**src/rtl/rw_responder_pkg.sv**
```systemverilog
// Shared constants and throttle-state encoding for the Read/Write strobe responder.
package rw_responder_pkg;

  typedef enum logic {
    ST_NORMAL   = 1'b0,
    ST_THROTTLE = 1'b1
  } thr_state_e;

  localparam int DEF_DATA_W = 8;
  localparam int DEF_DEPTH  = 4;

endpackage

```
**src/rtl/rw_buf_mem.sv**
```systemverilog
// DEPTH x DATA_W register array: one write port, one registered read port.
module rw_buf_mem
  import rw_responder_pkg::*;
#(
  parameter int DATA_W = DEF_DATA_W,
  parameter int DEPTH  = DEF_DEPTH,
  parameter int ADDR_W = 2
) (
  input  logic              clk,
  input  logic              rst,
  input  logic              we,
  input  logic [ADDR_W-1:0] waddr,
  input  logic [DATA_W-1:0] wdata,
  input  logic              re,
  input  logic [ADDR_W-1:0] raddr,
  output logic [DATA_W-1:0] rdata
);

  logic [DATA_W-1:0] mem_q [DEPTH];
  logic [DATA_W-1:0] mem_d [DEPTH];
  logic [DATA_W-1:0] rdata_q;
  logic [DATA_W-1:0] rdata_d;

  always_comb begin
    mem_d   = mem_q;
    rdata_d = rdata_q;
    if (we) mem_d[waddr] = wdata;
    if (re) rdata_d = mem_q[raddr];
  end

  // Storage is deliberately left out of reset; only the read register clears.
  always_ff @(posedge clk) begin
    mem_q <= mem_d;
    if (rst) rdata_q <= '0;
    else     rdata_q <= rdata_d;
  end

  assign rdata = rdata_q;

endmodule

```
**src/rtl/rw_responder.sv**
```systemverilog
// Target-side responder: services Read/Write strobes against a circular buffer
// and raises Slowrun with hysteresis as the buffer fills.
module rw_responder
  import rw_responder_pkg::*;
#(
  parameter int DATA_W    = DEF_DATA_W,
  parameter int DEPTH     = DEF_DEPTH,
  parameter int ADDR_W    = 2,
  parameter int HI_THRESH = 3,
  parameter int LO_THRESH = 1
) (
  input  logic              clk,
  input  logic              rst,
  input  logic              Read,
  input  logic              Write,
  input  logic [DATA_W-1:0] WData,
  output logic [DATA_W-1:0] RData,
  output logic              RValid,
  output logic              Slowrun,
  output logic              Full,
  output logic              Empty,
  output logic [ADDR_W:0]   Count,
  output logic              Overrun,
  output logic              Underrun
);

  localparam logic [ADDR_W:0] DEPTH_C = DEPTH[ADDR_W:0];
  localparam logic [ADDR_W:0] HI_C    = HI_THRESH[ADDR_W:0];
  localparam logic [ADDR_W:0] LO_C    = LO_THRESH[ADDR_W:0];

  logic [ADDR_W-1:0] wptr_q, wptr_d;
  logic [ADDR_W-1:0] rptr_q, rptr_d;
  logic [ADDR_W:0]   count_q, count_d;
  logic              rvalid_q, rvalid_d;
  logic              overrun_q, overrun_d;
  logic              underrun_q, underrun_d;
  thr_state_e        state_q, state_d;

  logic full, empty, wr_acc, rd_acc;

  assign full   = (count_q == DEPTH_C);
  assign empty  = (count_q == '0);
  assign wr_acc = Write & ~full;
  assign rd_acc = Read & ~empty;

  always_comb begin
    wptr_d     = wptr_q;
    rptr_d     = rptr_q;
    count_d    = count_q;
    overrun_d  = overrun_q | (Write & full);
    underrun_d = underrun_q | (Read & empty);
    rvalid_d   = rd_acc;
    if (wr_acc) wptr_d = wptr_q + 1'b1;
    if (rd_acc) rptr_d = rptr_q + 1'b1;
    case ({wr_acc, rd_acc})
      2'b10:   count_d = count_q + 1'b1;
      2'b01:   count_d = count_q - 1'b1;
      default: count_d = count_q;
    endcase
  end

  // Throttle decision looks at the upcoming occupancy so Slowrun moves with Count.
  always_comb begin
    state_d = state_q;
    case (state_q)
      ST_NORMAL:   if (count_d >= HI_C) state_d = ST_THROTTLE;
      ST_THROTTLE: if (count_d <= LO_C) state_d = ST_NORMAL;
      default:     state_d = ST_NORMAL;
    endcase
  end

  always_ff @(posedge clk) begin
    if (rst) begin
      wptr_q     <= '0;
      rptr_q     <= '0;
      count_q    <= '0;
      rvalid_q   <= 1'b0;
      overrun_q  <= 1'b0;
      underrun_q <= 1'b0;
      state_q    <= ST_NORMAL;
    end else begin
      wptr_q     <= wptr_d;
      rptr_q     <= rptr_d;
      count_q    <= count_d;
      rvalid_q   <= rvalid_d;
      overrun_q  <= overrun_d;
      underrun_q <= underrun_d;
      state_q    <= state_d;
    end
  end

  rw_buf_mem #(
    .DATA_W (DATA_W),
    .DEPTH  (DEPTH),
    .ADDR_W (ADDR_W)
  ) u_mem (
    .clk   (clk),
    .rst   (rst),
    .we    (wr_acc),
    .waddr (wptr_q),
    .wdata (WData),
    .re    (rd_acc),
    .raddr (rptr_q),
    .rdata (RData)
  );

  assign RValid   = rvalid_q;
  assign Slowrun  = (state_q == ST_THROTTLE);
  assign Full     = full;
  assign Empty    = empty;
  assign Count    = count_q;
  assign Overrun  = overrun_q;
  assign Underrun = underrun_q;

endmodule

```
**config.mk**
```make
export PLATFORM = sky130hd
export DESIGN_NAME = rw_responder
export DESIGN_NICKNAME = d
export VERILOG_FILES = /design/src/rtl/rw_responder_pkg.sv /design/src/rtl/rw_buf_mem.sv /design/src/rtl/rw_responder.sv
export SDC_FILE = /design/constraint.sdc
export NUM_CORES = 1
export LEC_CHECK = 0
export BUFFER_PORTS_ARGS = -buffer_cell sky130_fd_sc_hd__buf_2
export CAP_MARGIN = 15
export CORE_MARGIN = 2
export CORE_UTILIZATION = 35
export DETAILED_ROUTE_END_ITERATION = 6
export GPL_TIMING_DRIVEN = 0
export PLACE_DENSITY = 0.53
export SYNTH_ARGS = -nofsm -noshare
export SYNTH_HDL_FRONTEND = slang
export SYNTH_SLANG_ARGS = --single-unit
```
**constraint.sdc**
```tcl
create_clock -name clk -period 2.48 [get_ports clk]
set_input_delay 0 -clock clk [delete_from_list [all_inputs] [get_ports clk]]
set_output_delay 0 -clock clk [all_outputs]
set_load 0.01 [all_outputs]
```
== Word-level counts from Yosys, hierarchy flattened ==
Index checks and enable logic that the tools add are counted.

* Bits of input ports: 12
* Register bits after elaboration: 51
* Output and inout bits: 17
* Word-level logic and storage cells: 47

* Equality and inequality tests: 3
* Bitwise operators: 11
* $lt $le $gt $ge: 5
* $add $sub $neg: 4
* Reductions and logical operators: 2
* Mux-type cells: 10

{| class="wikitable"
|+ Operators by type and width
! cell !! count
|-
| 32-bit bitwise mux || 1
|-
| 8-bit two-way mux || 3
|-
| 8-bit binary-select mux with 2-bit select || 1
|-
| 8-bit demux with 2-bit select || 1
|-
| 3-bit >= comparator, second input constant || 2
|-
| 2-bit NOT with 3-bit output || 2
|-
| 3-bit one-hot mux with 2 select lines || 1
|-
| 2-bit by 1-bit adder with 2-bit output, second input constant || 2
|-
| 1-bit bitwise AND || 4
|-
| 3-bit by 1-bit adder with 3-bit output, second input constant || 1
|-
| 3-bit == test, second input constant || 1
|-
| 3-bit by 2-bit >= comparator with 1-bit output, second input constant || 1
|-
| 3-bit by 1-bit <= comparator with 1-bit output, second input constant || 1
|-
| 3-bit logical NOT || 1
|-
| 3-bit by 1-bit < comparator with 1-bit output, second input constant || 1
|-
| 1-bit NOT || 3
|-
| 3-bit by 1-bit subtractor with 3-bit output, second input constant || 1
|-
| 2-bit by 1-bit == test with 1-bit output, second input constant || 1
|-
| 2-bit == test, second input constant || 1
|-
| 1-bit two-way mux || 2
|-
| 1-bit bitwise OR || 2
|-
| 1-bit one-hot mux with 2 select lines || 1
|-
| 1-bit logical AND || 1
|}

== Longest topological paths before layout ==
* Word-level depth: 8
* Gate-level depth with buffers: 10
* Gate-level depth less buffers: 9

== By module ==
From an unflattened synthesis, not the netlist that was laid out.

* Cell total of the unflattened synthesis: 137
* Area, all modules: 1976.9 µm²

{| class="wikitable"
|+ Modules (own cells, without submodules)
! module !! area an instance (µm²) !! cells an instance !! sequential area each (µm²) !! instances
|-
| rw_buf_mem || 1505.2 || 83 || 1121.1 || 1
|-
| rw_responder || 471.7 || 54 || 220.2 || 1
|}

== Worst setup path before layout ==
OpenSTA, ideal clock, no wires.

* Kind: register to register
* Start point: reg count_q[0] (netlist: Count[0])
* End point: reg state_q (netlist: Slowrun)
* Library setup time: 0.079 ns
* Path slack: 0.252 ns
* Arrival time: 2.149 ns
* Clock period less this slack: 2.228 ns
* Required time: 2.401 ns
* Stages on the path, launching flop included: 11
* Path buffers: 1
* Cells stage by stage: dfxtp_1 -> or3b_1 -> buf_6 -> clkinv_8 -> nor2_1 -> inv_1 -> ha_1 -> fa_1 -> xnor2_1 -> or4_1 -> o211ai_1

* Word-level cells in the longest chain between the ends: 8
* Elaborated cells on any way between the ends: 16
* Classes of those cells: add/sub (2); order compare (2); eq/ne (3); mux (4); bitwise (4); reduce/logical (1)

{| class="wikitable"
|+ Ends and longest elaborated chain
! what !! RTL line !! text
|-
| from (decl) || rw_responder.sv:33 || <nowiki>logic [ADDR_W:0] count_q, count_d;</nowiki>
|-
| from (signal assigned) || rw_responder.sv:84 || <nowiki>count_q <= count_d;</nowiki>
|-
| 3-bit == test (*) || rw_responder.sv:41 || <nowiki>assign full = (count_q == DEPTH_C);</nowiki>
|-
| via Full || rw_responder.sv:20 || <nowiki>output logic Full,</nowiki>
|-
| 1-bit NOT (*) || rw_responder.sv:43 || <nowiki>assign wr_acc = Write & ~full;</nowiki>
|-
| 1-bit bitwise AND (*) || rw_responder.sv:43 ||
|-
| 2-bit by 1-bit == test with 1-bit output / 2-bit == test (equally long branches) || rw_responder.sv:55 || <nowiki>case ({wr_acc, rd_acc})</nowiki>
|-
| 3-bit one-hot mux with 2 select lines (*) || rw_responder.sv:55 ||
|-
| 3-bit by 1-bit <= comparator with 1-bit output / 3-bit by 2-bit >= comparator with 1-bit output (equally long branches) || rw_responder.sv:67, rw_responder.sv:66 ||
|-
| 1-bit two-way mux (on tied branches) || rw_responder.sv:67, rw_responder.sv:66 ||
|-
| 1-bit one-hot mux with 2 select lines (*) || rw_responder.sv:65 || <nowiki>case (state_q)</nowiki>
|-
| to (signal assigned) || rw_responder.sv:88 || <nowiki>state_q <= state_d;</nowiki>
|-
| to (decl) || rw_responder.sv:37 || <nowiki>thr_state_e state_q, state_d;</nowiki>
|}

The timed path passes the listed nets; every way through them passes the cells marked *.
A chain may end at the register's enable or synchronous reset.

== Worst setup path after layout ==
* Start point: reg count_q[2] (netlist: Count[2])
* End point: reg count_q[2] (netlist: Count[2])

* Word-level cells in the longest chain between the ends: 5
* Elaborated cells on any way between the ends: 11
* Classes of those cells: add/sub (2); eq/ne (3); mux (1); bitwise (4); reduce/logical (1)

{| class="wikitable"
|+ Ends and longest elaborated chain
! what !! RTL line !! text
|-
| 3-bit logical NOT (*) || rw_responder.sv:42 || <nowiki>assign empty = (count_q == '0);</nowiki>
|-
| 1-bit NOT (*) || rw_responder.sv:44 || <nowiki>assign rd_acc = Read & ~empty;</nowiki>
|-
| 1-bit bitwise AND (*) || rw_responder.sv:44 ||
|-
| via rd_acc || rw_responder.sv:39 || <nowiki>logic full, empty, wr_acc, rd_acc;</nowiki>
|-
| 2-bit by 1-bit == test with 1-bit output / 2-bit == test (equally long branches) || rw_responder.sv:55 ||
|-
| 3-bit one-hot mux with 2 select lines (*) || rw_responder.sv:55 ||
|}

Marked as above.

==> summary.txt <==
GRT
  – Largest net degree at the start of global routing: 18
  – Vias in the first global route: ~1.2k
  – Initial antenna violation count: 0
  – Total Routing Usage GR: between 10% and 20%
  – First-pass GRT wire length: 5.96 mm
  – GR Overflow Total: 0

Logic synthesis
  – Synth Area in XOR/XNOR: around 1.3%
  – Mux cell area share after synthesis: a little under a tenth
  – Syn Nets: about 160
  – Adder-Cell Fraction of Synth Area: 4.11%
  – Post-synthesis sequential area ratio: about 67%
  – Post-synthesis compound-gate area fraction: ~6.2%
  – Synth Area per Inst: between 10 and 15 µm²
  – Synth Warn #: 0
  – Yosys reg bits: 51
  – Synthesized area: approximately 2000 µm²
  – Simple-gate share of the synthesized area: 7.98%
  – Synth cell types: 32
  – Post-Synthesis Cells: 138
  – Largest family of logic cells by synthesized area: multiplexers

Critical path
  – Cell Chain, Critical Path: o31ai_2, inv_2, ha_1, fa_1, xnor2_1, or4_1, o21ai_0
  – Critical Path End Type: flop
  – CP required: about 2.7 ns
  – Slowest-stage cell, CP: or4_1
  – CP max FO: 10
  – Worst EP arrival: ~2.5 ns
  – Worst Path Class, Setup: reg -> reg
  – Startpoint types: flop
  – Critical path's largest stage delay: 0.42 ns

Power
  – Leak Pwr: slightly above 0.9 nW
  – Peak VDD IR: a little under 0.0004 V
  – Pwr per Cell Area: about 950 nW/µm²

Clock tree
  – Clock sinks: 51
  – Total CTS buffers: 5
  – Worst-path clk slew: 0.09 ns
  – H-tree depth: 2
  – Root Driver: clkbuf_8
  – Postcts setup bufs: 0
  – CTS tree: done
  – Longest Clk Path Bufs: 2
  – Clk_lat worst skew: roughly 0.30 ns

Placement
  – PortBufs: 28
  – Placer Congestion: 0.738
  – DP HPWL: about 2.6 mm
  – Placed Cells: roughly 240

Route
  – Post-route ant nets: 0
  – Final wirelength: about 3.7 mm
  – Via count: ~1.2k
  – Vias/cell: around 4.7
  – First-pass DRT Iterations: 4
  – Drt drc: 0
  – DR WL/cell: ~15 µm
  – 1st-iter DRT viols: 48

Hold path
  – Classification of the worst-slack hold path: in -> reg

Timing
  – Slew Viols, Final: 0
  – Fin Setup TNS: 0 ns
  – Period utilization: between 90% and 100%
  – RSZ-0062 raised after global routing: no
  – F_max: 431 MHz
  – Fin crit period: 2.32 ns
  – Actual slew at the worst max-slew pin: between 0.5 and 0.6 ns
  – Final Hold Slack: between 0.02 and 0.025 ns
  – Max-Slew Margin vs Limit: between 60% and 70%
  – Fin. Hold Viols: 0
  – Final number of setup-violating endpoints: 0
  – Fin Clk Skew: between 0.008 and 0.009 ns

Finish
  – Commonest cells after routing, fill and taps aside: 32 x edfxtp_1, 30 x buf_2, 18 x dfxtp_1, 16 x nand2_1, 11 x a21oi_1
  – Layout cells sized above 1: between 30% and 40%
  – Layout area overhead: 20.6%
  – # fillers: approximately 540
  – Final-stage net count: 200
  – Finished Layout Cells: 255
  – # diodes: 0
  – Commonest non-fill, non-tap cell in the layout: edfxtp_1

Die
  – Die width: ~80 µm
  – Die H: 79.7 µm
  – Rows: 27
  – Num ports: 29
  – Full die area: about 6400 µm²
  – Starting Density: between 30 and 40%
  – Core Region: roughly 5500 µm²

Run
  – Number of max-cap violations: 0

Status
  – Status: completed
==> through the flow <==
| stage | worst slack [ns] | area (µm²) | power (mW) | utilization [%] |
|---|---|---|---|---|
| 2_1_floorplan | 0.252 | 2010 | 1.63 | - |
| 3_3_place_gp | 0.184 | 2240 | 1.83 | 40.4 |
| 3_5_place_dp | 0.124 | 2240 | 1.86 | 40.4 |
| 4_1_cts | 0.0948 | 2420 | 2.35 | 43.7 |
| 5_1_grt | 0.00808 | 2420 | 2.47 | 43.7 |
| 6_report | 0.161 | 2420 | 2.31 | 43.7 |
==> metal layers <==
metal,share of wire (%),GRT usage [%],up-vias
met3,4.0,3.73,6
met2,52,23.0,24
met1,43,14.7,579
li1,-,-,587
met4,1.3,4.07,0
met5,0,0,-
==> final timing paths <==
path	startpoint	endpoint	slack (ns)	cells after the start
max reg2reg	Count[2]$_SDFF_PP0_	Count[2]$_SDFF_PP0_	0.16	7
max	Count[2]$_SDFF_PP0_	Count[2]$_SDFF_PP0_	0.16	7
min reg2reg	u_mem.rdata[7]$_SDFFE_PP0P_	u_mem.rdata[7]$_SDFFE_PP0P_	0.46	2
min	rst	Slowrun$_SDFF_PP0_	0.02	3
==> layout make-up <==
type | count | area, µm² | area share, %
timing repair buffer | 37 | 230 | 9.51
inverter | 8 | 42.5 | 1.76
buffer | 6 | 40.0 | 1.65
clock inverter | 3 | 22.5 | 0.930
tap | 72 | 90.1 | 3.72
clock buffer | 5 | 68.8 | 2.84
sequential | 51 | 1340 | 55.5
multi-input combinational | 73 | 584 | 24.1
==> cells by family after synthesis <==
group                    after synthesis
adder cells (fa/ha/maj)                6
flip-flops                            51
multiplexers                           9
buffers and inverters                 14
XOR/XNOR                               3
AO/OA/AOI/OAI                         20
AND/OR/NAND/NOR                       35
==> power breakdown <==
group	switching, mW	internal, mW	leakage (nW)
registers	0.0785	1.04	0.449
logic	0.393	0.328	0.422
clock network	0.270	0.202	0.0485
total	0.741	1.57	0.920
==> critical path: cells and delay by family (launching register included) <==
kind,cells,cell delay [ns]
AOI/OAI and AO/OA,2,0.46
and+or+nand+nor,1,0.42
xor gates and xnor gates,1,0.15
buffers and inverters,1,0.18
DFF,1,0.38
adders and majority gates,2,0.66
==> state kept, by name, summed over array words and instances, names as in the netlist, 2 cells and up <==
signal,count
u_mem.mem_q,32
u_mem.rdata,8
Count,3
rptr_q,2
wptr_q,2
==> timing repair <==
item | 4_1_cts | 5_1_grt
endpoints found under the hold margin | 33 | 0
hold buffers | 9 | 0
gates resized for setup | 0 | 1
endpoints found under the setup margin | 0 | 2
==> synthesized netlist by cell type (all sizes together) <==
| cell | number | area (µm²) |
|---|---|---|
| nor3 | 1 | 5.00 |
| nor2 | 8 | 30.0 |
| xnor2 | 2 | 17.5 |
| o31ai | 1 | 12.5 |
| and3 | 4 | 25.0 |
| or2b | 1 | 7.51 |
| mux2i | 1 | 10.0 |
| clkbuf | 1 | 3.75 |
| buf | 5 | 36.3 |
| nand2 | 16 | 60.1 |
| mux4 | 8 | 180 |
| o211ai | 1 | 7.51 |
| o21ai | 4 | 23.8 |
| or3 | 1 | 6.26 |
| inv | 7 | 26.3 |
| dfxtp | 19 | 380 |
| clkinv | 1 | 16.3 |
| nand3 | 2 | 10.0 |
| or3b | 1 | 8.76 |
| fa | 1 | 20.0 |
| a21oi | 13 | 72.6 |
| xor2 | 1 | 8.76 |
| a211o | 1 | 8.76 |
| edfxtp | 32 | 961 |
| or4 | 1 | 7.51 |
| ha | 5 | 62.6 |
Power figures use the tool's default switching activity.
